--- src/rtl/mem_image_writer.sv ---
// -----------------------------------------------------------------------------
// mem_image_writer
//
// Loads one IN_WIDTH-byte input vector into the byte-addressed input RAM that
// feeds the network. A start strobe in IDLE captures the whole vector and its
// base address. The block then writes one byte per clock at consecutive
// addresses, wrapping modulo 2^ADDR_W, and pulses done for one cycle.
//
// Optional feature (macro MEM_WRITE_VERIFY_EN):
//   After the writes, every byte is read back through the synchronous RAM
//   (1-cycle read latency) and compared with the captured vector. A mismatch
//   sets the sticky verify_err flag. An accepted start or reset clears it.
//   With the macro undefined, mem_rdata is ignored and verify_err is tied 0.
//
// Ports:
//   clk        system clock, rising edge
//   rst_n      asynchronous active-low reset
//   start      write request, sampled only in IDLE
//   base_addr  first byte address, captured with start
//   data_in    vector to write, captured with start; data_in[0] -> base_addr
//   busy       high whenever the writer is not idle
//   done       one-cycle completion pulse
//   next_addr  captured base + IN_WIDTH (mod 2^ADDR_W), held until next capture
//   mem_we     RAM write enable
//   mem_addr   RAM address
//   mem_wdata  RAM write data
//   mem_rdata  RAM read data (read-back only)
//   verify_err sticky read-back mismatch flag
// -----------------------------------------------------------------------------
module mem_image_writer #(
  parameter int IN_WIDTH = 2,
  parameter int ADDR_W   = 8
) (
  input  logic              clk,
  input  logic              rst_n,
  input  logic              start,
  input  logic [ADDR_W-1:0] base_addr,
  input  logic [7:0]        data_in [IN_WIDTH],
  output logic              busy,
  output logic              done,
  output logic [ADDR_W-1:0] next_addr,
  output logic              mem_we,
  output logic [ADDR_W-1:0] mem_addr,
  output logic [7:0]        mem_wdata,
  input  logic [7:0]        mem_rdata,
  output logic              verify_err
);

  // The index must also reach IN_WIDTH for the final read-back step.
  localparam int IDX_W = $clog2(IN_WIDTH + 1);
  localparam logic [IDX_W-1:0] LAST_IDX   = IDX_W'(IN_WIDTH - 1);
  localparam logic [IDX_W-1:0] VERIFY_END = IDX_W'(IN_WIDTH);

  typedef enum logic [1:0] {
    ST_IDLE   = 2'd0,
    ST_WRITE  = 2'd1,
    ST_VERIFY = 2'd2,
    ST_DONE   = 2'd3
  } state_t;

  state_t            state_r;
  logic [IDX_W-1:0]  idx_r;
  logic [ADDR_W-1:0] base_r;
  logic [7:0]        buf_r [IN_WIDTH];
  logic              busy_r;
  logic              done_r;
  logic              mem_we_r;
  logic [ADDR_W-1:0] mem_addr_r;
  logic [7:0]        mem_wdata_r;
  logic [ADDR_W-1:0] next_addr_r;

  // Byte selection by comparison, so the index width never has to match the
  // array depth exactly.
  function automatic logic [7:0] pick_byte(input logic [7:0] vec [IN_WIDTH],
                                           input logic [IDX_W-1:0] k);
    logic [7:0] r;
    r = 8'h00;
    for (int i = 0; i < IN_WIDTH; i++) begin
      if (k == IDX_W'(i)) begin
        r = vec[i];
      end
    end
    return r;
  endfunction

`ifdef MEM_WRITE_VERIFY_EN
  // Two-stage compare pipeline. Stage 1 marks the cycle an address is on the
  // bus. Stage 2 marks the cycle the RAM returns that byte.
  logic             pend1_v_r;
  logic [IDX_W-1:0] pend1_k_r;
  logic             pend2_v_r;
  logic [IDX_W-1:0] pend2_k_r;
  logic             verify_err_r;
`endif

  // Control FSM with registered outputs. The outputs trail the state register
  // by one edge, so the first write appears one cycle after capture. DONE
  // spans two edges: one for the last write/read-back, one for the done pulse.
  always_ff @(posedge clk or negedge rst_n) begin
    if (!rst_n) begin
      state_r     <= ST_IDLE;
      idx_r       <= '0;
      base_r      <= '0;
      busy_r      <= 1'b0;
      done_r      <= 1'b0;
      mem_we_r    <= 1'b0;
      mem_addr_r  <= '0;
      mem_wdata_r <= 8'h00;
      next_addr_r <= '0;
      for (int i = 0; i < IN_WIDTH; i++) begin
        buf_r[i] <= 8'h00;
      end
`ifdef MEM_WRITE_VERIFY_EN
      pend1_v_r    <= 1'b0;
      pend1_k_r    <= '0;
      pend2_v_r    <= 1'b0;
      pend2_k_r    <= '0;
      verify_err_r <= 1'b0;
`endif
    end else begin
      case (state_r)
        ST_IDLE: begin
          mem_we_r <= 1'b0;
          done_r   <= 1'b0;
          if (start) begin
            for (int i = 0; i < IN_WIDTH; i++) begin
              buf_r[i] <= data_in[i];
            end
            base_r      <= base_addr;
            next_addr_r <= base_addr + ADDR_W'(IN_WIDTH);
            idx_r       <= '0;
            busy_r      <= 1'b1;
            state_r     <= ST_WRITE;
`ifdef MEM_WRITE_VERIFY_EN
            verify_err_r <= 1'b0;
`endif
          end else begin
            busy_r <= 1'b0;
          end
        end

        ST_WRITE: begin
          mem_we_r    <= 1'b1;
          mem_addr_r  <= base_r + ADDR_W'(idx_r);
          mem_wdata_r <= pick_byte(buf_r, idx_r);
          if (idx_r == LAST_IDX) begin
            idx_r <= '0;
`ifdef MEM_WRITE_VERIFY_EN
            state_r <= ST_VERIFY;
`else
            state_r <= ST_DONE;
`endif
          end else begin
            idx_r <= idx_r + IDX_W'(1);
          end
        end

`ifdef MEM_WRITE_VERIFY_EN
        // IN_WIDTH address cycles plus one trailing cycle for the pipeline.
        ST_VERIFY: begin
          mem_we_r <= 1'b0;
          if (idx_r != VERIFY_END) begin
            mem_addr_r <= base_r + ADDR_W'(idx_r);
            pend1_v_r  <= 1'b1;
            pend1_k_r  <= idx_r;
            idx_r      <= idx_r + IDX_W'(1);
          end else begin
            pend1_v_r <= 1'b0;
            idx_r     <= '0;
            state_r   <= ST_DONE;
          end
        end
`endif

        ST_DONE: begin
          mem_we_r <= 1'b0;
          if (!done_r) begin
            done_r <= 1'b1;
            busy_r <= 1'b1;
          end else begin
            done_r  <= 1'b0;
            busy_r  <= 1'b0;
            state_r <= ST_IDLE;
          end
        end

        default: begin
          state_r  <= ST_IDLE;
          mem_we_r <= 1'b0;
          done_r   <= 1'b0;
          busy_r   <= 1'b0;
        end
      endcase

`ifdef MEM_WRITE_VERIFY_EN
      // mem_rdata now holds the byte addressed two edges ago.
      pend2_v_r <= pend1_v_r;
      pend2_k_r <= pend1_k_r;
      if (pend2_v_r && (mem_rdata != pick_byte(buf_r, pend2_k_r))) begin
        verify_err_r <= 1'b1;
      end else begin
        verify_err_r <= verify_err_r & ~(state_r == ST_IDLE && start);
      end
`endif
    end
  end

  assign busy      = busy_r;
  assign done      = done_r;
  assign next_addr = next_addr_r;
  assign mem_we    = mem_we_r;
  assign mem_addr  = mem_addr_r;
  assign mem_wdata = mem_wdata_r;

`ifdef MEM_WRITE_VERIFY_EN
  assign verify_err = verify_err_r;
`else
  logic unused_rdata_s;
  assign unused_rdata_s = ^mem_rdata;
  assign verify_err     = 1'b0;
`endif

endmodule

--- config.mk ---
export PLATFORM = sky130hd
export DESIGN_NAME = mem_image_writer
export DESIGN_NICKNAME = d
export VERILOG_FILES = /design/src/rtl/mem_image_writer.sv
export SDC_FILE = /design/constraint.sdc
export NUM_CORES = 1
export LEC_CHECK = 0
export ABC_AREA = 1
export CAP_MARGIN = 25
export CORE_MARGIN = 2
export CORE_UTILIZATION = 53
export DETAILED_ROUTE_END_ITERATION = 8
export PLACE_DENSITY = 0.85
export SLEW_MARGIN = 20
export SYNTH_ARGS = -nofsm -noshare
export SYNTH_HDL_FRONTEND = slang
export SYNTH_SLANG_ARGS = --single-unit
--- constraint.sdc ---
create_clock -name clk -period 2.56 [get_ports clk]
set_input_delay 0.512 -clock clk [delete_from_list [all_inputs] [get_ports clk]]
set_output_delay 0.512 -clock clk [all_outputs]
set_load 0.01 [all_outputs]
# Word level (Yosys, flattened, before mapping)

Index checks and enable logic that the tools add are counted.

Flip-flop bits (word level): 55
Bits of input ports: 35
Logic and storage cells: 40

Add/sub/neg operators: 3
Equality and inequality tests: 6
Mux-type cells: 14
Reductions and logical operators: 6

Operators with widths:

| kind                                                                   | number |
|---|---|
| 8-bit two-way mux                                                      | 2 |
| 2-bit two-way mux                                                      | 5 |
| 8-bit by 2-bit adder with 8-bit output                                 | 1 |
| 8-bit by 2-bit adder with 8-bit output (second input constant)         | 1 |
| 2-bit inequality test (second input constant)                          | 3 |
| 2-bit one-hot mux with 3 select lines                                  | 1 |
| 2-bit by 1-bit equality test with 1-bit output (second input constant) | 2 |
| 2-bit logical NOT                                                      | 2 |
| 2-bit one-hot mux with 2 select lines                                  | 1 |
| 2-bit AND reduction                                                    | 2 |
| 1-bit two-way mux                                                      | 3 |
| 1-bit one-hot mux with 3 select lines                                  | 1 |
| 3-bit AND reduction                                                    | 1 |
| 2-bit by 1-bit adder with 2-bit output (second input constant)         | 1 |
| 2-bit equality test (second input constant)                            | 1 |
| 1-bit one-hot mux with 2 select lines                                  | 1 |
| 2-bit nonzero test                                                     | 1 |

# Logic depth before layout (Yosys ltp)

Gate-level depths: netlist of run 1.

Word-level depth: 3
Mapped depth: 8
Gate-level depth less buffers: 8

# Worst setup path before layout of run 1

OpenSTA, ideal clock, no wires.

Path type: register to register
Start point: register idx_r[0]
End point: register mem_addr_r[6], in the netlist mem_addr[6]
Setup time: 0.117 ns
Arrival time: 1.335 ns
Required time: 2.443 ns
Path slack: 1.107 ns
Stages on the path, launching flop included: 9
Path buffers: 0
Period minus slack after synthesis: 1.453 ns
Cell sequence: dfrtp_1 > ha_1 > fa_1 > nand2_1 > inv_1 > nand3_1 > nand2_1 > nand3_1 > nand2_1

Word-level cells in the longest chain between the ends: 1

RTL lines:

| element                                | line | RTL |
|---|---|---|
| start, declared                        | 62   | `logic [IDX_W-1:0] idx_r;` |
| start signal, assigned                 | 154  | `idx_r <= idx_r + IDX_W'(1);` |
| 8-bit by 2-bit adder with 8-bit output | 144  | `mem_addr_r <= base_r + ADDR_W'(idx_r);` |
| end signal, assigned                   | 144  |  |
| end, declared                          | 68   | `logic [ADDR_W-1:0] mem_addr_r;` |

Every way passes these cells.
A chain may end at the register's enable or synchronous reset.

==> load_flow_metrics.sql, run 1 <==
INSERT INTO impl_metrics (metric_group, metric, value, unit) VALUES
('status', 'outcome', 'finished, final reports clean', ''),
('floorplan', 'core', '0.00466', 'sq mm'),
('job', 'max_cap_violations', '0', ''),
('power_and_ir_drop', 'power_density_over_the_cells', '1160', 'mW/mm^2'),
('setup_path', 'critical-path-max-stage-delay', '560', 'ps'),
('routing', 'detail_route.first_pass.iterations', '4', ''),
('cts', 'tritoncts', 'yes', ''),
('setup_path', 'worstRegToRegCells', '6', ''),
('synth', 'synthSimpleGateAreaFrac', '21.6', '%'),
('cts', 'clkSinkCount', '54', ''),
('power_and_ir_drop', 'power_frac_comb', '47.0', '%'),
('global_route', 'overflow', '0', ''),
('cts', 'clockBufferDepth', '2', ''),
('synth', 'synth.cell_area', '0.00251', 'sq mm'),
('setup_path', 'timing.critical_path.to_type', 'output pin', ''),
('global_route', 'grt_antenna_before_repair', '0', ''),
('setup_path', 'timing.rr.end', 'next_addr[4]$_DFFE_PN0P_', ''),
('floorplan', 'num_rows', '25', ''),
('global_route', 'global_route.usage.total', '20.3', '%'),
('routing', 'drt-total-wl', '4960', 'microns'),
('layout', 'sequential_cell_area', '0.00135', 'sq mm'),
('timing', 'grt_setup_unrepaired', 'false', ''),
('global_route', 'maximum_number_of_pins_on_one_net_before_global_route_repair', '46', ''),
('setup_path', 'critical_path.max_fanout', '3', ''),
('setup_path', 'critPathRequiredTime', '2050', 'ps'),
('layout', 'nNetsFinal', '379', ''),
('timing', 'final-max-slew-violation-count', '0', ''),
('synth', 'syn_area_per_cell', '8.79', 'sq um'),
('setup_path', 'critPathBufInv', '1', ''),
('routing', 'antenna_violating_nets_post_route', '0', ''),
('setup_path', 'timing.critical_path.from_type', 'flop', ''),
('timing', 'period_needed', '1780', 'ps'),
('cts', 'cts.hold.buffers_added', '0', ''),
('synth', 'post_synth_mux_area_share', '0', '%'),
('synth', 'synthesis.yosys.warnings', '0', ''),
('floorplan', 'fp.dieW', '72.9', 'microns'),
('layout', 'area_growth', '24.6', '%'),
('floorplan', 'start_util', '53.9', '%'),
('timing', 'finalWorstSetupSlack', '783', 'ps'),
('power_and_ir_drop', 'internal_power', '2.23', 'mW'),
('floorplan', 'dieArea', '0.00531', 'sq mm'),
('placement', 'pre_cts_ws', '582', 'ps'),
('timing', 'finalHoldViolations', '0', ''),
('setup_path', 'setup.worst_path.class', 'reg -> out', ''),
('power_and_ir_drop', 'power.sequential.fraction', '40.4', '%'),
('setup_path', 'path_cells', 'clkdlybuf4s50_1', ''),
('synth', 'synth_top_area_share', '53.8', '%'),
('timing', 'fmaxAchievable', '563', 'MHz'),
('layout', 'area_occupied_by_multi_input_gates', '945', 'sq um'),
('power_and_ir_drop', 'net_switching', '1.42', 'mW'),
('cts', 'cts.repair_timing.setup_buffer_count', '0', ''),
('cts', 'post_cts_resize_count', '0', ''),
('routing', 'routed_wire_length_per_instance', '12.7', 'microns'),
('layout', 'finish.utilization', '67.2', '%'),
('synth', 'synth-compound-area-share', '12.0', '%'),
('power_and_ir_drop', 'static-leakage-power', '1.52', 'nW'),
('timing', 'timing.final.crit_share', '69.4', '%'),
('layout', 'post_route_cells_drive_above_1_share', '6.82', '%'),
('cts', 'clkTransAtPathRegs', '90', 'ps'),
('power_and_ir_drop', 'vdd_drop_max', '0.494', 'mV'),
('timing', 'fin_setup_tns', '0', 'ps'),
('synth', 'synth_top_cell_by_area', 'sky130_fd_sc_hd__dfrtp_1', ''),
('power_and_ir_drop', 'switching_share', '38.9', '%'),
('setup_path', 'cpMaxStageDelayCell', 'sky130_fd_sc_hd__clkdlybuf4s50_1', ''),
('routing', 'route.detailed.drc', '0', ''),
('power_and_ir_drop', 'clkPwrFrac', '12.6', '%'),
('layout', 'n_antenna_cell', '0', ''),
('synth', 'synth.distinct_cells', '27', ''),
('synth', 'synth_nets', '328', ''),
('setup_path', 'reg2reg_from', 'state_r[1]$_DFFE_PN0P_', ''),
('timing', 'final-setup-viol-count', '0', '');
## synthesized netlist by cell type, drive strengths merged
master,count
o211ai,1
buf,11
o21bai,1
a21oi,2
nand3,14
nand4,2
conb,1
nand2,103
o21a,3
clkbuf,1
o31ai,1
dfrtp,54
nor2,14
a31oi,2
o21ai,27
ha,6
inv,33
fa,1
or2,1
o22ai,8
## state kept, by name, indices dropped and copies added, names as in the netlist
signal / cells
busy: 1
base_r: 8
next_addr: 7
state_r: 2
done: 1
idx_r: 2
mem_addr: 8
mem_we: 1
buf_r: 16
mem_wdata: 8
## routing by layer
layer  routed length [microns]  global-route usage [%]  vias up
li1                          -                       -      996
met1                      2240                    26.5      939
met2                      2470                    33.8       53
met3                       195                    4.56        5
met4                        44                    5.97        0
met5                         0                       0        -
## placed cells by master (no fill, tap or decap)
cell / instances
sky130_fd_sc_hd__buf_12: 1
sky130_fd_sc_hd__o21bai_1: 1
sky130_fd_sc_hd__fa_1: 1
sky130_fd_sc_hd__nand2_4: 1
sky130_fd_sc_hd__buf_4: 2
sky130_fd_sc_hd__o21a_1: 3
sky130_fd_sc_hd__o21ai_0: 26
sky130_fd_sc_hd__dfrtp_1: 54
sky130_fd_sc_hd__o22ai_2: 8
sky130_fd_sc_hd__o31ai_1: 1
sky130_fd_sc_hd__nand2_2: 1
sky130_fd_sc_hd__inv_4: 1
sky130_fd_sc_hd__ha_1: 6
sky130_fd_sc_hd__o211ai_1: 1
sky130_fd_sc_hd__clkinv_2: 1
sky130_fd_sc_hd__clkdlybuf4s50_1: 52
sky130_fd_sc_hd__a31oi_1: 2
sky130_fd_sc_hd__inv_6: 1
sky130_fd_sc_hd__nand3_1: 13
sky130_fd_sc_hd__clkbuf_8: 5
sky130_fd_sc_hd__nand2_1: 101
sky130_fd_sc_hd__conb_1: 1
sky130_fd_sc_hd__nand4_1: 2
sky130_fd_sc_hd__buf_2: 1
sky130_fd_sc_hd__nor2_1: 14
sky130_fd_sc_hd__a21oi_1: 2
sky130_fd_sc_hd__inv_1: 32
sky130_fd_sc_hd__or2_1: 1
sky130_fd_sc_hd__nand3_2: 1
sky130_fd_sc_hd__o21ai_1: 1
## power by group through the flow
stage / registers [mW] / clock network [mW] / logic (mW)
2_1_floorplan: 1.54 / 0 / 1.04
3_3_place_gp: 1.47 / 0 / 1.66
3_5_place_dp: 1.49 / 0 / 1.72
4_1_cts: 1.47 / 0.472 / 1.74
5_1_grt: 1.52 / 0.500 / 1.93
6_report: 1.47 / 0.457 / 1.71
## worst max-delay path by stage
stage / start / end / depth (start not counted)
floorplan: idx_r[0]$_DFFE_PN0P_ / mem_addr[6]$_DFFE_PN0P_ / 8
global placement: start / next_addr[4]$_DFFE_PN0P_ / 5
detailed placement: start / next_addr[4]$_DFFE_PN0P_ / 5
CTS: base_r[0]$_DFFE_PN0P_ / next_addr[0] / 1
global route: state_r[0]$_DFFE_PN0P_ / next_addr[7]$_DFFE_PN0P_ / 7
finish: base_r[0]$_DFFE_PN0P_ / next_addr[0] / 1
## kinds of logic (layout without fill, tap and decap cells)
kind of cell / Yosys count / in the layout
adders and majority gates: 7 / 7
DFF: 54 / 54
buffers and inverters: 45 / 96
other: 1 / 1
AOI/OAI and AO/OA: 45 / 45
and+or+nand+nor: 134 / 134
## per-stage QoR
step                      cell area (sq um)  hold slack (ps)  std cells  power (mW)
after global routing                   3130              228        391        3.95
after global placement                 3050              457        384        3.13
after CTS                              3130              211        391        3.68
after detailed placement               3050              459        384        3.21
final                                  3130              199        391        3.64
after floorplan                        2510              216        286        2.57
## area by class of cell
cell class / count / share of cell area [%]
Sequential cell: 54 / 43.1
Timing Repair Buffer: 56 / 17.9
Inverter: 33 / 4.03
Clock inverter: 2 / 0.439
Clock buffer: 5 / 2.20
Multi-Input combinational cell: 187 / 30.2
Tap cell: 54 / 2.16
Power figures use the tool's default switching activity.
==> run 2, diff against run 1 <==
--- a/config.mk
+++ b/config.mk
@@ -8,9 +8,9 @@
 export ABC_AREA = 1
 export CAP_MARGIN = 25
 export CORE_MARGIN = 2
-export CORE_UTILIZATION = 53
+export CORE_UTILIZATION = 49
 export DETAILED_ROUTE_END_ITERATION = 8
-export PLACE_DENSITY = 0.85
+export PLACE_DENSITY = 0.8
 export SLEW_MARGIN = 20
 export SYNTH_ARGS = -nofsm -noshare
 export SYNTH_HDL_FRONTEND = slang
==> constraint.sdc (replaced) <==
create_clock -name clk -period 1.71 [get_ports clk]
set_input_delay 0.342 -clock clk [delete_from_list [all_inputs] [get_ports clk]]
set_output_delay 0.342 -clock clk [all_outputs]
set_load 0.01 [all_outputs]
==> load_flow_metrics.sql, run 2 (synthesized netlist as in run 1, its figures left out) <==
INSERT INTO impl_metrics (metric_group, metric, value, unit) VALUES
('placement', 'pre_cts_ws', '90.4', 'ps'),
('setup_path', 'worstPathArrival', '1260', 'ps'),
('floorplan', 'num_rows', '26', ''),
('global_route', 'global_route_met1_usage', '25.2', '%'),
('setup_path', 'timing.critical_path.to_type', 'output pin', ''),
('cts', 'clkSinkCount', '54', ''),
('setup_path', 'timing.critical_path.from_type', 'flop', ''),
('timing', 'timing.final.crit_share', '93.5', '%'),
('global_route', 'grt_antenna_before_repair', '0', ''),
('power_and_ir_drop', 'power.sequential.fraction', '39.2', '%'),
('floorplan', 'die_height', '75.6', 'microns'),
('status', 'outcome', 'complete, but fails checks', ''),
('power_and_ir_drop', 'net_switching', '2.14', 'mW'),
('power_and_ir_drop', 'clkPwrFrac', '13.3', '%'),
('timing', 'grt_setup_unrepaired', 'false', ''),
('timing', 'finalHoldViolations', '21', ''),
('cts', 'htreeDepth', '2', ''),
('cts', 'clockBufferDepth', '2', ''),
('layout', 'area_occupied_by_multi_input_gates', '945', 'sq um'),
('cts', 'clk_latency', '300', 'ps'),
('timing', 'final-max-slew-violation-count', '0', ''),
('global_route', 'global_route.usage.total', '18.5', '%'),
('power_and_ir_drop', 'power_frac_comb', '47.5', '%'),
('floorplan', 'num_io_pins', '63', ''),
('timing', 'timing.hold.ws', '-14.7', 'ps'),
('global_route', 'grt_pass1_vias', '1801', ''),
('layout', 'area_growth', '27.6', '%'),
('power_and_ir_drop', 'totalPowerFinal', '5.58', 'mW'),
('routing', 'routed_wire_length_per_instance', '11.9', 'microns'),
('setup_path', 'cpMaxStageDelayCell', 'sky130_fd_sc_hd__clkdlybuf4s50_1', ''),
('placement', 'globalplace.congestion', '0.757', ''),
('power_and_ir_drop', 'switching_share', '38.2', '%'),
('placement', 'dp_hpwl', '3540', 'microns'),
('cts', 'cts.hold.buffers_added', '0', ''),
('routing', 'dr.first_iter.drc_count', '148', ''),
('setup_path', 'path_cells', 'clkdlybuf4s50_1', ''),
('cts', 'tritoncts', 'yes', ''),
('power_and_ir_drop', 'vdd_drop_max', '0.842', 'mV'),
('setup_path', 'critPathRequiredTime', '1370', 'ps'),
('global_route', 'gr-max-usage-layer', 'met2', ''),
('timing', 'maximum_clock_skew_at_final_layout', '10.9', 'ps'),
('floorplan', 'core', '0.00504', 'sq mm'),
('power_and_ir_drop', 'power_density_over_the_cells', '1740', 'mW/mm^2'),
('power_and_ir_drop', 'internal_power', '3.45', 'mW'),
('layout', 'largest_register_ffs', '16', ''),
('layout', 'post_route_cells_drive_above_1_share', '7.89', '%'),
('setup_path', 'critical-path-max-stage-delay', '560', 'ps'),
('timing', 'final-setup-viol-count', '0', ''),
('setup_path', 'setup.worst_path.class', 'reg -> out', ''),
('timing', 'finalWorstSetupSlack', '111', 'ps'),
('routing', 'antenna_violating_nets_post_route', '0', ''),
('cts', 'clkTransAtPathRegs', '100', 'ps'),
('cts', 'post_cts_resize_count', '0', ''),
('layout', 'most_frequent_standard_cell_in_the_layout_excluding_fill_and_tap_cells', 'sky130_fd_sc_hd__nand2_1', ''),
('cts', 'cts.repair_timing.setup_buffer_count', '0', ''),
('global_route', 'maximum_number_of_pins_on_one_net_before_global_route_repair', '24', ''),
('layout', 'regMostFlops', 'buf_r', ''),
('power_and_ir_drop', 'static-leakage-power', '1.55', 'nW'),
('placement', 'portBuffers', '53', ''),
('routing', 'detail_route.first_pass.iterations', '4', ''),
('global_route', 'overflow', '0', ''),
('setup_path', 'critical_path.top_delay_family', 'buffers and inverters', ''),
('layout', 'nNetsFinal', '383', ''),
('routing', 'vias_per_cell', '4.90', ''),
('layout', 'most-common-layout-cells', '101 x sky130_fd_sc_hd__nand2_1, 54 x sky130_fd_sc_hd__dfrtp_1, 52 x sky130_fd_sc_hd__clkdlybuf4s50_1', ''),
('layout', 'sequential_cell_area', '0.00135', 'sq mm'),
('timing', 'period_needed', '1600', 'ps'),
('job', 'max_cap_violations', '0', ''),
('routing', 'drt-total-wl', '4890', 'microns'),
('cts', 'cts_made_buffers', '5', ''),
('floorplan', 'dieArea', '0.00572', 'sq mm'),
('global_route', 'grt.met3_usage', '4.37', '%'),
('global_route', 'first_pass_grt_wire_length', '8040', 'microns'),
('floorplan', 'start_util', '49.9', '%'),
('cts', 'clock_tree.root_cell', 'sky130_fd_sc_hd__clkbuf_8', ''),
('layout', 'fillers', '426', ''),
('routing', 'route.detailed.drc', '0', ''),
('hold_path', 'hold_path_class', 'in -> async', ''),
('layout', 'n_antenna_cell', '0', ''),
('timing', 'fmaxAchievable', '625', 'MHz'),
('timing', 'fin_setup_tns', '0', 'ps'),
('floorplan', 'fp.dieW', '75.6', 'microns'),
('setup_path', 'critical_path.max_fanout', '3', ''),
('global_route', 'grtUsageMet2', '30.0', '%'),
('routing', 'vias', '2018', ''),
('status', 'violated_checks', 'hold timing', ''),
('setup_path', 'critPathBufInv', '1', '');
## run 2: cell types whose count changed in the layout (fill, tap and decap cells not counted), sizes merged
cell,before,now
clkinv,1,0
clkbuf,5,7
buf,4,8
## run 2: final cells by class
type / instances / share of cell area, %
Multi-Input combinational cell: 187 / 29.4
Sequential cell: 54 / 42.1
Tap cell: 70 / 2.73
Timing Repair Buffer: 60 / 18.8
Clock buffer: 7 / 2.69
Inverter: 33 / 3.94
Clock inverter: 1 / 0.273
## run 2: metal layers
metal | part of all wire [%] | vias to the layer above
met5 | 0 | -
li1 | - | 1006
met3 | 4.8 | 4
met4 | 1.1 | 0
met1 | 45 | 956
met2 | 49 | 52
## run 2: power by group through the flow
stage | clock network, mW | registers (mW) | logic [mW]
2_1_floorplan | 0 | 2.30 | 1.55
3_3_place_gp | 0 | 2.20 | 2.57
3_5_place_dp | 0 | 2.22 | 2.64
4_1_cts | 0.756 | 2.19 | 2.68
5_1_grt | 0.801 | 2.27 | 2.99
6_report | 0.741 | 2.19 | 2.65
## run 2: path summary, 6_finish.rpt
kind / from / end / slack, ps / cells past startpoint
max in group asynchronous: rst_n / base_r[5]$_DFFE_PN0P_ / 1100 / 2
worst min register to register: mem_wdata[1]$_DFFE_PN0P_ / mem_wdata[1]$_DFFE_PN0P_ / 490 / 2
worst max register to register: idx_r[0]$_DFFE_PN0P_ / mem_addr[6]$_DFFE_PN0P_ / 140 / 8
worst min-delay path: rst_n / buf_r[15]$_DFFE_PN0P_ / -10 / 1
worst max-delay path: base_r[0]$_DFFE_PN0P_ / next_addr[0] / 110 / 1
min in group clk: mem_wdata[1]$_DFFE_PN0P_ / mem_wdata[1]$_DFFE_PN0P_ / 490 / 2
## run 2: metrics by stage
stage | cell area [sq um] | hold slack, ps | std cells | util [%]
6_report | 3210 | -14.7 | 412 | 63.6
5_1_grt | 3210 | 24.9 | 412 | 63.6
4_1_cts | 3210 | 4.15 | 412 | 63.6
3_5_place_dp | 3110 | 337 | 404 | 61.7
3_3_place_gp | 3110 | 332 | 404 | 61.7
2_1_floorplan | 2510 | 46.4 | 286 | -
==> run 3, diff against run 2 <==
--- a/config.mk
+++ b/config.mk
@@ -11,7 +11,8 @@
 export CORE_UTILIZATION = 49
 export DETAILED_ROUTE_END_ITERATION = 8
 export PLACE_DENSITY = 0.8
-export SLEW_MARGIN = 20
+export SKIP_CTS_REPAIR_TIMING = 1
+export SLEW_MARGIN = 40
 export SYNTH_ARGS = -nofsm -noshare
 export SYNTH_HDL_FRONTEND = slang
 export SYNTH_SLANG_ARGS = --single-unit
==> results of run 3 <==
The final DEF is identical to that of run 2; final timing and power are the same.
